--- src/rtl/pipe_hazard_ctrl.sv ---
// pipe_hazard_ctrl
// Stall/flush sequencer for the five-stage pipeline. It drives the PC write
// enable and the hold/flush controls of the IF/ID, ID/EX, EX/MEM and MEM/WB
// registers. It also owns the data-memory wait watchdog, the halt latch and a
// saturating stall-cycle counter.
//
// Ports
//   clk                    rising-edge clock
//   rst                    asynchronous reset, active low
//   id_rs, id_rt           ID-stage source registers
//   id_rs_used, id_rt_used ID instruction actually reads that source
//   idex_mem_read, idex_rd load in ID/EX and its destination register
//   ex_redirect            EX resolved a taken branch/jump
//   imem_stall             instruction memory did not deliver this cycle
//   dmem_op, dmem_stall    MEM stage holds a memory op; data memory is busy
//   dmem_done              data memory access completes this cycle
//   wb_halt                HALT instruction is in WB
//   pc_we                  PC write enable
//   *_hold                 pipeline register keeps its value
//   ifid_flush, idex_flush register loads a NOP
//   halted, err            registered halt / watchdog status
//   stall_cycles           saturating count of cycles with pc_we low
module pipe_hazard_ctrl #(
    parameter int unsigned MAX_WAIT = 15,
    parameter int unsigned CNT_W    = 16
) (
    input  logic             clk,
    input  logic             rst,
    input  logic [2:0]       id_rs,
    input  logic [2:0]       id_rt,
    input  logic             id_rs_used,
    input  logic             id_rt_used,
    input  logic             idex_mem_read,
    input  logic [2:0]       idex_rd,
    input  logic             ex_redirect,
    input  logic             imem_stall,
    input  logic             dmem_op,
    input  logic             dmem_stall,
    input  logic             dmem_done,
    input  logic             wb_halt,
    output logic             pc_we,
    output logic             ifid_hold,
    output logic             idex_hold,
    output logic             exmem_hold,
    output logic             memwb_hold,
    output logic             ifid_flush,
    output logic             idex_flush,
    output logic             halted,
    output logic             err,
    output logic [CNT_W-1:0] stall_cycles
);

    typedef enum logic [1:0] {
        RUN       = 2'd0,
        DMEM_WAIT = 2'd1,
        HALTED    = 2'd2,
        ERR       = 2'd3
    } state_t;

    localparam logic [7:0] WAIT_LAST = 8'(MAX_WAIT - 1);

    state_t           r_state;
    state_t           w_next;
    logic [7:0]       r_wait_cnt;
    logic             r_halted;
    logic             r_err;
    logic [CNT_W-1:0] r_stall_cnt;

    logic w_dmem_block;
    logic w_freeze;
    logic w_load_use;

    // A stall that completes in the same cycle is a single-cycle access and
    // does not freeze the pipeline.
    assign w_dmem_block = dmem_op & dmem_stall & ~dmem_done;

    assign w_freeze = ((r_state == RUN) & w_dmem_block)
                    | ((r_state == DMEM_WAIT) & ~dmem_done)
                    | (r_state == HALTED)
                    | (r_state == ERR);

    assign w_load_use = idex_mem_read &
                        ((id_rs_used & (id_rs == idex_rd)) |
                         (id_rt_used & (id_rt == idex_rd)));

    // Next-state logic. A halt is taken only when the pipeline is not frozen,
    // so a HALT seen during a memory wait is deferred until the wait ends.
    always_comb begin
        w_next = r_state;
        case (r_state)
            RUN: begin
                if (wb_halt & ~w_freeze)
                    w_next = HALTED;
                else if (w_dmem_block)
                    w_next = DMEM_WAIT;
            end
            DMEM_WAIT: begin
                if (wb_halt & ~w_freeze)
                    w_next = HALTED;
                else if (dmem_done)
                    w_next = RUN;
                else if (r_wait_cnt == WAIT_LAST)
                    w_next = ERR;
            end
            default: w_next = r_state;
        endcase
    end

    // Pipeline controls, highest-priority condition first.
    always_comb begin
        pc_we      = 1'b1;
        ifid_hold  = 1'b0;
        idex_hold  = 1'b0;
        exmem_hold = 1'b0;
        memwb_hold = 1'b0;
        ifid_flush = 1'b0;
        idex_flush = 1'b0;
        if (w_freeze) begin
            pc_we      = 1'b0;
            ifid_hold  = 1'b1;
            idex_hold  = 1'b1;
            exmem_hold = 1'b1;
            memwb_hold = 1'b1;
        end else if (ex_redirect) begin
            ifid_flush = 1'b1;
            idex_flush = 1'b1;
        end else if (w_load_use) begin
            pc_we      = 1'b0;
            ifid_hold  = 1'b1;
            idex_flush = 1'b1;
        end else if (imem_stall) begin
            pc_we      = 1'b0;
            ifid_flush = 1'b1;
        end
    end

    always_ff @(posedge clk or negedge rst) begin
        if (!rst) begin
            r_state     <= RUN;
            r_wait_cnt  <= '0;
            r_halted    <= 1'b0;
            r_err       <= 1'b0;
            r_stall_cnt <= '0;
        end else begin
            r_state  <= w_next;
            r_halted <= (w_next == HALTED);
            r_err    <= (w_next == ERR);
            if (r_state != DMEM_WAIT && w_next == DMEM_WAIT)
                r_wait_cnt <= '0;
            else if (r_state == DMEM_WAIT)
                r_wait_cnt <= r_wait_cnt + 8'd1;
            if (!pc_we && r_state != HALTED && r_state != ERR &&
                r_stall_cnt != '1)
                r_stall_cnt <= r_stall_cnt + CNT_W'(1);
        end
    end

    assign halted       = r_halted;
    assign err          = r_err;
    assign stall_cycles = r_stall_cnt;

endmodule
--- config.mk ---
export PLATFORM = sky130hd
export DESIGN_NAME = pipe_hazard_ctrl
export DESIGN_NICKNAME = d
export VERILOG_FILES = /design/src/rtl/pipe_hazard_ctrl.sv
export SDC_FILE = /design/constraint.sdc
export NUM_CORES = 1
export LEC_CHECK = 0
export CORE_ASPECT_RATIO = 2
export CORE_MARGIN = 1
export CORE_UTILIZATION = 50
export CTS_CLUSTER_SIZE = 40
export DETAILED_ROUTE_END_ITERATION = 7
export GPL_TIMING_DRIVEN = 0
export PLACE_DENSITY = 0.95
export SYNTH_ARGS = -nofsm -noshare
export SYNTH_HDL_FRONTEND = slang
export SYNTH_SLANG_ARGS = --single-unit
export TNS_END_PERCENT = 10
--- constraint.sdc ---
create_clock -name clk -period 3.5 [get_ports clk]
set_input_delay 0.35 -clock clk [delete_from_list [all_inputs] [get_ports clk]]
set_output_delay 0.35 -clock clk [all_outputs]
set_load 0.005 [all_outputs]
**Word-level counts from Yosys, hierarchy flattened**

Cells that the tools add are included.

- Word-level logic and storage cells: 63
- Bits of input ports: 20
- Bits in registers: 28
- Output and inout bits: 25

- Mux-type cells: 22
- Eq/ne operators: 13
- Bitwise operators: 14
- Reduce and logical (&&, ||, !) cells: 7
- Add/sub/neg operators: 2

Operator list:

| kind | number |
|---|---|
| adder 16 x 1 -> 16 bit (second input constant) | 1 |
| two-way mux 8 bit | 2 |
| inequality test 16 bit (second input constant) | 1 |
| two-way mux 1 bit | 14 |
| two-way mux 2 bit | 5 |
| adder 8 x 1 -> 8 bit (second input constant) | 1 |
| bitwise AND 1 bit | 8 |
| == test 2 bit (second input constant) | 4 |
| == test 8 x 4 -> 1 bit (second input constant) | 1 |
| == test 3 bit | 2 |
| == test 2 x 1 -> 1 bit (second input constant) | 2 |
| logical AND 1 bit | 4 |
| inequality test 2 bit (second input constant) | 2 |
| bitwise OR 1 bit | 4 |
| one-hot mux 2 bit (2 select lines) | 1 |
| zero test 2 bit | 1 |
| inequality test 2 x 1 -> 1 bit (second input constant) | 1 |
| NOT 1 bit | 2 |
| nonzero test 2 bit | 1 |
| zero test 1 bit | 1 |

**Logic depth before layout (Yosys ltp)**

Gate-level depths: netlist of the first run.

- Depth in word-level cells: 13
- Mapped depth: 8
- Mapped depth without buffers: 7

**Worst setup path after synthesis of the first run**

No wires, ideal clock.

- Path kind: register to register
- Start: reg r_stall_cnt[0], in the netlist stall_cycles[0]
- End: reg r_stall_cnt[1], in the netlist stall_cycles[1]
- Setup time: 0.125 ns
- Setup slack: 1.722 ns
- Arrival time: 1.653 ns
- Data required time: 3.375 ns
- Cell stages (with the launch flop): 8
- Cell sequence: dfrtp_1 ha_1 nand2_1 nor3_1 a41oi_2 o31ai_4 buf_6 mux2_4

- Longest elaborated chain between the ends: 2
- Elaborated cells between the ends (all ways): 3
- Those cells by class: add/sub (1); eq/ne (1); reduce/logical (1)

RTL lines:

| what | RTL line | RTL |
|---|---|---|
| start: declaration | 67 | `logic [CNT_W-1:0] r_stall_cnt;` |
| start signal: assignment | 154 | `r_stall_cnt <= r_stall_cnt + CNT_W'(1);` |
| parallel branches: the longest is 2 deep, another holds adder 16 x 1 -> 16 bit | -- |  |

Several ways; the timed one is not identified.
A chain may end at the register's enable or synchronous reset.

**Worst setup path in the final report of the first run**

- Start: in dmem_done
- End: out ifid_flush

- Longest elaborated chain between the ends: 7
- Elaborated cells between the ends (all ways): 8
- Those cells by class: mux (1); bitwise (7)

RTL lines:

| what | RTL line | RTL |
|---|---|---|
| start: declaration | 39 | `input logic dmem_done,` |
| NOT 1 bit * | 75, 78 |  |
| bitwise AND 1 bit | 75 | `assign w_dmem_block = dmem_op & dmem_stall & ~dmem_done;` |
| bitwise AND 1 bit | 77 | `assign w_freeze = ((r_state == RUN) & w_dmem_block)` |
| bitwise OR 1 bit * | 78 | `\| ((r_state == DMEM_WAIT) & ~dmem_done)` |
| bitwise OR 1 bit * | 79 | `\| (r_state == HALTED)` |
| bitwise OR 1 bit * | 80 | `\| (r_state == ERR);` |
| two-way mux 1 bit * | 118 | `if (w_freeze) begin` |
| end: declaration | 46 | `output logic ifid_flush,` |

Every way passes the cells marked *; elsewhere a longest branch is shown, timed or not.

==> impl_metrics.csv, run 1 <==
group,metric,value,unit
timing,setup_viol,0,
worst_setup_path,crit_cells,6,
global_route,met3_usage,0.0418,
global_route,antenna_found_initial,0,
worst_setup_path,path_cells,"clkdlybuf4s50_1 -> a21o_2 -> nand2b_2 -> or2_2 -> nor2_1 -> clkdlybuf4s50_1",
timing,period_share,0.708,
worst_setup_path,worstSetupPathType,"primary input to primary output",
worst_setup_path,critPathMaxFanout,6,
synthesis,synth-simple-area-share,0.245,
die,ioPinCount,45,
global_route,grt_pass1_vias,1334,
clock_tree,clk_path_buf_depth,2,
synthesis,synth_area,1510,um^2
timing,worst_pin_slew,0.609,ns
synthesis,synth-xor-area-share,0.140,
routing,drtIter0Drc,39,
timing,setup_slack,1.02,ns
power_and_ir_drop,p_leak,0.862,nW
worst_setup_path,cp-end-kind,"primary output",
global_route,grt_max_degree,29,
clock_tree,cts_sinks,28,
synthesis,synthAdderAreaFrac,0.0249,
timing,slew_violations,0,
worst_setup_path,critPathArrivalTime,2.13,ns
synthesis,syn_inst,151,
routing,via_count,1334,
timing,skew,0.00217,ns
synthesis,ys_ff_latch,28,
timing,grt_setup_unrepaired,"false",
power_and_ir_drop,p_per_area,374,nW/um^2
worst_setup_path,cpPeakStageDelay,0.55,ns
die,dieWidth,40.8,um
synthesis,synth.avg_cell_area,9.98,um^2
clock_tree,tritoncts,"done",
die,design.die.area,3250,um^2
die,fp-row-count,27,
timing,hold_viol,0,
outcome,status,"complete, no violations",
min_path,hold_class,"primary input to async pin",
synthesis,synthesis.nets,174,
global_route,use_met1,0.240,
cells_and_area,drive_gt1_frac,0.101,
global_route,grt_pass1_wl,5870,um
cells_and_area,syn_to_final_growth,35.0,%
die,start_util,0.537,
synthesis,yosys_warnings,0,
timing,max_freq,404,MHz
routing,firstDrtPassIters,4,
synthesis,ys_seq_area_frac,0.465,
placed_design,routabilityCongestion,0.862,
worst_setup_path,rrSetupSlack,1.47,ns
timing,fin_tns_setup,0,ns
placed_design,place_ws,1.01,ns
timing,period_minus_slack,2.48,ns
power_and_ir_drop,max-vdd-ir-drop,303,uV
routing,drc,0,
die,die_h,79.6,um
worst_setup_path,r2r_start,"stall_cycles[0]",
cells_and_area,fin_nets,223,
placed_design,dp.final_hpwl,2880,um
worst_setup_path,cp_top_family,"buffers and inverters",
worst_setup_path,worst-endpoint-required,3.15,ns
clock_tree,insertion_delay,0.27,ns
clock_tree,cts-resized-gates,0,
synthesis,synth-compound-area-share,0.0855,
worst_setup_path,startpoint,"dmem_done",
synthesis,synthFlopType,"dfrtp_1",
synthesis,yosysUniqueCellTypes,38,
global_route,grt-ovfl-total,0,
die,core,2800,um^2
synthesis,synth_edf_count,0,
cells_and_area,insertedDiodeCount,0,
global_route,met2_usage,0.481,
worst_setup_path,start_kind,"primary input",
clock_tree,cts_hold_buffers,0,
synthesis,ys_async_sr_fraction,1.00,
clock_tree,clk_pin_slew_worst_paths,0.09,ns
clock_tree,cts_setup_buffers,0,
worst_setup_path,critPathBufInv,2,
routing,drt_wl_total,3510,um
run,cap_violations,0,
routing,vias_per_cell,5.85,
clock_tree,htree_levels,1,
global_route,busiest_layer,"met2",
clock_tree,clk_root_buffer_cell,"clkbuf_8",
global_route,track_usage,0.258,
placed_design,port_buffers,44,
clock_tree,cts_made_buffers,3,
synthesis,synth_top_family_by_area,"simple AND/OR/NAND/NOR gates",
worst_setup_path,reg2regPathDepth,7,
worst_setup_path,path_common_cell,"clkdlybuf4s50_1",
timing,relSlewSlack,0.594,
worst_setup_path,cp_slowest_cell,"clkdlybuf4s50_1",
routing,postRouteAntennaNets,0,
synthesis,synthMuxAreaShare,0.00997,
routing,wl_per_cell,15.4,um
-- power breakdown --
| group | internal, mW | total, mW | switching, mW |
|---|---|---|---|
| registers | 0.360 | 0.408 | 0.0487 |
| logic | 0.0939 | 0.154 | 0.0604 |
| clock network | 0.101 | 0.197 | 0.0961 |
| total | 0.554 | 0.760 | 0.205 |
-- synth_stat cells, types with 2 or more instances --
cell type   n  share of area
nand2_1    15          0.037
buf_4       2          0.010
a21oi_1     3          0.010
ha_1        3          0.025
o21ai_0     4          0.013
a21o_1      2          0.010
inv_1       3         0.0075
dfrtp_1    28           0.47
xor2_1     15          0.087
nor3_2      2          0.013
nor4_1      2         0.0083
nor2_1     15          0.037
nand3_1    11          0.037
nand4_1     6          0.025
and3_1      2         0.0083
nor3_1      6          0.020
xnor2_1     9          0.052
nand2b_1    3          0.012
-- cells by family after synthesis --
| family | count (synthesis) |
|---|---|
| buf+inv | 8 |
| fa+ha+maj | 3 |
| xor+xnor | 24 |
| simple gates | 71 |
| flops | 28 |
| compound gates | 16 |
| mux | 1 |
-- area by class of cell --
cell class | instances | area (um^2)
Fill cell | 204 | 771
Multi-Input combinational cell | 115 | 761
Sequential cell | 28 | 701
Timing Repair Buffer | 44 | 435
Clock buffer | 4 | 55.1
Tap cell | 29 | 36.3
Buffer | 4 | 30.0
Inverter | 4 | 15.0
-- layer usage --
metal  vias up  share of wire
li1        619              -
met1       662           0.34
met2        45           0.61
met3         8          0.032
met4         0          0.023
met5         -              0
-- registers in the layout, indices dropped and copies added (netlist names) --
signal and flops:
r_state 2, err 1, stall_cycles 16, halted 1, r_wait_cnt 8
-- path summary, 6_finish.rpt --
| kind | end |
|---|---|
| min reg2reg | stall_cycles[15] |
| max in group asynchronous | stall_cycles[3] |
| max | ifid_flush |
| min in group clk | stall_cycles[15] |
| max reg2reg | stall_cycles[1] |
| min | stall_cycles[11] |
-- through the flow --
stage | power (mW) | hold WS (ns) | std cells | cell area [um^2] | utilization
final | 0.760 | 0.0775 | 228 | 2030 | 0.725
after floorplan | 0.473 | 0.0544 | 151 | 1510 | -
after detailed placement | 0.570 | 0.491 | 224 | 1980 | 0.707
after global routing | 0.805 | 0.131 | 228 | 2030 | 0.725
after CTS | 0.766 | 0.508 | 228 | 2040 | 0.727
after global placement | 0.560 | 0.476 | 224 | 1980 | 0.707
-- placed cells by master, fill, tap and decap left out, drive strengths merged --
cell type,count
o31ai,2
and3,2
and2,1
clkbuf,5
xor2,15
dfrtp,28
nand2b,4
nor2b,1
nand3,11
inv,4
or4,1
ha,3
nand2,15
o21ai,4
nand4,6
or2,1
mux2,1
and4,1
nor3b,1
a21oi,4
xnor2,9
nor3,8
a22o,1
nor4,3
nor2,16
a41oi,1
a21o,3
buf,4
clkdlybuf4s50,43
o211ai,1
No activity file was read; power rests on OpenSTA's default activity.
==> inputs of run 2 (changes only) <==
--- a/config.mk
+++ b/config.mk
@@ -7,11 +7,11 @@
 export LEC_CHECK = 0
 export CORE_ASPECT_RATIO = 2
 export CORE_MARGIN = 1
-export CORE_UTILIZATION = 50
+export CORE_UTILIZATION = 46
 export CTS_CLUSTER_SIZE = 40
 export DETAILED_ROUTE_END_ITERATION = 7
 export GPL_TIMING_DRIVEN = 0
-export PLACE_DENSITY = 0.95
+export PLACE_DENSITY = 0.89
 export SYNTH_ARGS = -nofsm -noshare
 export SYNTH_HDL_FRONTEND = slang
 export SYNTH_SLANG_ARGS = --single-unit
==> constraint.sdc (replaced) <==
create_clock -name clk -period 2.5 [get_ports clk]
set_input_delay 0.25 -clock clk [delete_from_list [all_inputs] [get_ports clk]]
set_output_delay 0.25 -clock clk [all_outputs]
set_load 0.005 [all_outputs]
==> run 2 against run 1 <==
  * The run now ends with negative hold slack left
  * Via count shrank 3.4%
  * Highest routed layer unchanged
  * Clock-buffer cell count is 1 lower
  * Largest cell class unchanged
  * Register-to-register slack worse by 0.91 ns
==> impl_metrics.csv, run 2 (synthesis gave the netlist of run 1 again) <==
group,metric,value,unit
worst_setup_path,worst-endpoint-required,2.25,ns
cells_and_area,fin_nets,223,
outcome,status,"complete, but fails checks",
global_route,grt_max_degree,29,
routing,drtIter0Drc,16,
global_route,grt_pass1_wl,5480,um
worst_setup_path,critPathBufInv,2,
power_and_ir_drop,p_leak,0.869,nW
clock_tree,cts_made_buffers,3,
worst_setup_path,critPathMaxFanout,6,
routing,vias_per_cell,5.60,
timing,period_share,0.940,
outcome,violations,"negative hold slack",
die,dieWidth,42.5,um
timing,worst_pin_slew,0.627,ns
global_route,grt_pass1_vias,1274,
clock_tree,clk_path_buf_depth,2,
routing,via_count,1288,
cells_and_area,syn_to_final_growth,36.2,%
routing,drc,0,
min_path,hold_class,"primary input to async pin",
timing,hold_viol,28,
timing,fin_tns_setup,0,ns
placed_design,port_buffers,44,
clock_tree,insertion_delay,0.28,ns
die,core,3160,um^2
timing,max_freq,426,MHz
clock_tree,cts_hold_buffers,0,
routing,postRouteAntennaNets,0,
timing,slew_violations,0,
global_route,track_usage,0.199,
clock_tree,tritoncts,"done",
timing,skew,0.00556,ns
worst_setup_path,start_kind,"flop",
die,fp-row-count,29,
cells_and_area,largest_reg_flops,16,
cells_and_area,fin_util,0.650,
worst_setup_path,path_cells,"inv_2 -> a21o_2 -> nand2b_2 -> or2_2 -> nor2_1 -> clkdlybuf4s50_1",
placed_design,place_ws,0.220,ns
power_and_ir_drop,p_per_area,554,nW/um^2
routing,wl_per_cell,13.8,um
clock_tree,clk_pin_slew_worst_paths,0.09,ns
clock_tree,cts_sinks,28,
timing,whs,-0.0242,ns
die,die_h,82.9,um
die,start_util,0.477,
cells_and_area,layout_common_cells,"clkdlybuf4s50_1 (43), dfrtp_1 (28), nand2_1 (15), nor2_1 (15), xor2_1 (15)",
timing,relSlewSlack,0.582,
power_and_ir_drop,max-vdd-ir-drop,451,uV
placed_design,routabilityCongestion,0.776,
cells_and_area,drive_gt1_frac,0.101,
run,cap_violations,0,
placed_design,dp.final_hpwl,2380,um
timing,grt_setup_unrepaired,"false",
worst_setup_path,critPathArrivalTime,2.10,ns
worst_setup_path,cp_slowest_cell,"clkdlybuf4s50_1",
cells_and_area,insertedDiodeCount,0,
worst_setup_path,cp_top_family,"buffers and inverters",
clock_tree,clk_root_buffer_cell,"clkbuf_8",
clock_tree,cts-resized-gates,0,
clock_tree,htree_levels,1,
clock_tree,cts_setup_buffers,0,
timing,setup_slack,0.151,ns
die,ioPinCount,45,
timing,period_minus_slack,2.35,ns
worst_setup_path,worstSetupPathType,"flop to primary output",
global_route,grt-ovfl-total,0,
timing,setup_viol,0,
die,design.die.area,3520,um^2
worst_setup_path,cpPeakStageDelay,0.51,ns
routing,drt_wl_total,3170,um
worst_setup_path,cp-end-kind,"primary output",
cells_and_area,final_common_cell,"clkdlybuf4s50_1",
global_route,antenna_found_initial,0,
routing,firstDrtPassIters,4,
run 2: cell count changes in the layout (fill, tap and decap cells not counted), sizes merged:
cell    previous run  this run
bufinv             0         1
clkbuf             5         4
run 2: worst reg2reg max path, delay by kind of cell (launching register included):
family | cells | cell delay (ns)
flops | 1 | 0.44
compound gates | 2 | 0.34
buf+inv | 1 | 0.21
fa+ha+maj | 1 | 0.24
mux | 1 | 0.30
simple gates | 2 | 0.30
run 2: final timing paths:
check / startpoint / to / slack, ns / cells past startpoint
worst max-delay path: r_state[0] / ifid_flush / 0.15 / 6
worst min-delay path: rst / r_wait_cnt[3] / -0.02 / 1
worst max register to register: stall_cycles[0] / stall_cycles[1] / 0.56 / 7
worst min register to register: stall_cycles[15] / stall_cycles[15] / 0.50 / 1
max in group asynchronous: rst / stall_cycles[7] / 2.11 / 1
min in group clk: stall_cycles[15] / stall_cycles[15] / 0.50 / 1
run 2: final cells by class:
cell class / instances / area [um^2]
repair buffers: 44 / 435
well taps: 31 / 38.8
clock buffers: 3 / 41.3
inverters: 4 / 15.0
multi-input cells: 115 / 761
clock inverters: 1 / 30.0
fillers: 254 / 1100
plain buffers: 4 / 30.0
flip-flops and latches: 28 / 701
run 2: per-layer routing:
layer	track usage	routed length, um	vias up
li1	-	-	620
met1	0.206	1120	620
met2	0.373	1870	39
met3	0.0130	66	9
met4	0.105	111	0
met5	0	0	-
run 2: report_power, final:
group	internal (mW)	leakage, nW	switching [mW]	total, mW
sequential	0.503	0.347	0.0660	0.569
combinational	0.131	0.486	0.0822	0.213
clock	0.215	0.0357	0.140	0.355
run 2: stage by stage:
step	hold slack, ns	cells	total power, mW	area (um^2)
final	-0.0242	230	1.14	2050
after global routing	0.0217	230	1.20	2050
after CTS	0.495	230	1.15	2060
after detailed placement	0.479	226	0.796	1990
after global placement	0.474	226	0.786	1990
after floorplan	-0.0456	151	0.662	1510
==> inputs of run 3 (changes only) <==
--- a/config.mk
+++ b/config.mk
@@ -7,11 +7,13 @@
 export LEC_CHECK = 0
 export CORE_ASPECT_RATIO = 2
 export CORE_MARGIN = 1
-export CORE_UTILIZATION = 46
+export CORE_UTILIZATION = 41
 export CTS_CLUSTER_SIZE = 40
 export DETAILED_ROUTE_END_ITERATION = 7
 export GPL_TIMING_DRIVEN = 0
-export PLACE_DENSITY = 0.89
+export PLACE_DENSITY = 0.82
+export RECOVER_POWER = 25
+export SLEW_MARGIN = 20
 export SYNTH_ARGS = -nofsm -noshare
 export SYNTH_HDL_FRONTEND = slang
 export SYNTH_SLANG_ARGS = --single-unit
==> run 3 against run 2 <==
  * The flow now finishes without violations
  * Critical path type unchanged
  * Final area decreased by 0.49%
  * Clock skew decreased by 0.0038 ns
  * Final cell count increased by 7.0%
  * First-iteration DRC count increased by 75%
  * Largest power group unchanged
  * Die area increased by 12%
  * Highest routed layer unchanged
  * Sequential share of layout area increased by 0.17 points
  * Combinational power about the same
  * Sequential power about the same
  * Register-to-register slack got worse by 0.03 ns
  * Worst setup slack improved by 0.045 ns
  * Core utilization decreased by 5.9 points
  * Hold slack improved by 0.35 ns
==> impl_metrics.csv, run 3 (synthesis gave the netlist of run 1 again) <==
group,metric,value,unit
outcome,status,"complete, no violations",
timing,period_minus_slack,2.30,ns
worst_setup_path,worstSetupPathType,"flop to primary output",
routing,postRouteAntennaNets,0,
cells_and_area,drive_gt1_frac,0.0909,
timing,fin_tns_setup,0,ns
power_and_ir_drop,max-vdd-ir-drop,317,uV
power_and_ir_drop,p_leak,0.852,nW
clock_tree,clk_path_buf_depth,2,
clock_tree,cts_setup_buffers,0,
cells_and_area,stdcell_count,246,
global_route,antenna_found_initial,0,
run,cap_violations,0,
die,start_util,0.436,
min_path,hold_class,"primary input to async pin",
global_route,grt_pass1_wl,5070,um
cells_and_area,final_cell_area,2040,um^2
routing,drtIter0Drc,28,
die,die_h,87.7,um
worst_setup_path,critPathArrivalTime,2.05,ns
routing,vias_per_cell,5.13,
clock_tree,insertion_delay,0.27,ns
worst_setup_path,worst-endpoint-required,2.25,ns
cells_and_area,fin_nets,223,
timing,setup_slack,0.196,ns
clock_tree,cts_sinks,28,
cells_and_area,final_common_cell,"clkdlybuf4s50_1",
worst_setup_path,cpPeakStageDelay,0.50,ns
worst_setup_path,cp_top_family,"buffers and inverters",
timing,skew,0.00178,ns
routing,drc,0,
clock_tree,htree_levels,1,
placed_design,port_buffers,44,
die,fp-row-count,30,
global_route,track_usage,0.172,
routing,firstDrtPassIters,4,
routing,wl_per_cell,12.6,um
clock_tree,cts_hold_buffers,0,
routing,via_count,1261,
die,core,3450,um^2
cells_and_area,insertedDiodeCount,0,
placed_design,placed_cell_area,2000,um^2
cells_and_area,fin_util,0.591,
clock_tree,cts_made_buffers,3,
worst_setup_path,path_cells,"inv_2 -> a21o_2 -> nand2b_2 -> or2_2 -> nor2_1 -> clkdlybuf4s50_1",
die,dieWidth,44.9,um
clock_tree,clk_root_buffer_cell,"clkbuf_8",
cells_and_area,syn_to_final_growth,35.5,%
worst_setup_path,critPathBufInv,2,
die,ioPinCount,45,
timing,setup_viol,0,
timing,hold_viol,0,
clock_tree,cts-resized-gates,0,
worst_setup_path,cp-end-kind,"primary output",
worst_setup_path,cp_slowest_cell,"clkdlybuf4s50_1",
global_route,grt_pass1_vias,1204,
timing,worst_pin_slew,1.48,ns
timing,max_freq,434,MHz
placed_design,dp.final_hpwl,2460,um
global_route,grt-ovfl-total,0,
placed_design,place_ws,0.229,ns
timing,slew_violations,0,
clock_tree,tritoncts,"done",
cells_and_area,layout_common_cells,"clkdlybuf4s50_1 (43), dfrtp_1 (28), nand2_1 (15), nor2_1 (15), xor2_1 (15)",
worst_setup_path,start_kind,"flop",
global_route,grt_max_degree,29,
placed_design,dp_cells,243,
cells_and_area,largest_reg_flops,16,
die,design.die.area,3940,um^2
timing,relSlewSlack,0.0120,
routing,drt_wl_total,3110,um
timing,grt_setup_unrepaired,"false",
clock_tree,clk_pin_slew_worst_paths,0.09,ns
timing,period_share,0.922,
placed_design,routabilityCongestion,0.822,
worst_setup_path,critPathMaxFanout,6,
power_and_ir_drop,p_per_area,499,nW/um^2
==> run 3: area by class of cell <==
class                   count  area (um^2)
plain buffers               4         30.0
clock buffers               3         41.3
fillers                   320         1410
inverters                   4         15.0
multi-input cells         115          761
flip-flops and latches     28          701
well taps                  48         60.1
repair buffers             44          434
==> run 3: final timing paths <==
kind / slack [ns] / depth (start not counted) / to / start
setup / recovery: 0.20 / 6 / ifid_flush / r_state[0]
hold / removal: 0.32 / 1 / stall_cycles[0] / rst
setup reg to reg: 0.53 / 7 / stall_cycles[1] / stall_cycles[0]
hold reg to reg: 0.50 / 1 / stall_cycles[11] / stall_cycles[11]
max in group asynchronous: 1.32 / 1 / r_wait_cnt[7] / rst
min in group clk: 0.50 / 1 / stall_cycles[11] / stall_cycles[11]
==> run 3: power by group <==
part	leakage (nW)	internal [mW]	total [mW]	switching, mW
clock	0.0216	0.108	0.237	0.129
sequential	0.347	0.504	0.570	0.0662
combinational	0.483	0.130	0.213	0.0825
==> run 3: layer usage <==
layer | routed length [um] | vias up | track usage
met3 | 67 | 8 | 0.0165
met5 | 0 | - | 0
met4 | 82 | 0 | 0.0909
li1 | - | 615 | -
met2 | 1790 | 28 | 0.325
met1 | 1170 | 610 | 0.174
==> run 3: worst reg2reg max path, cell delays in order, from the launching register on <==
cell and delay [ns]:
dfrtp_1 0.43, ha_1 0.24, nand2_1 0.09, nor3_1 0.24, a41oi_2 0.19, o31ai_4 0.15
buf_6 0.21, mux2_4 0.31
==> run 3: stage by stage <==
stage	hold WS (ns)	power [mW]
2_1_floorplan	-0.0456	0.662
3_3_place_gp	0.474	0.786
3_5_place_dp	0.305	0.795
4_1_cts	0.00547	1.03
5_1_grt	0.427	1.08
6_report	0.324	1.02
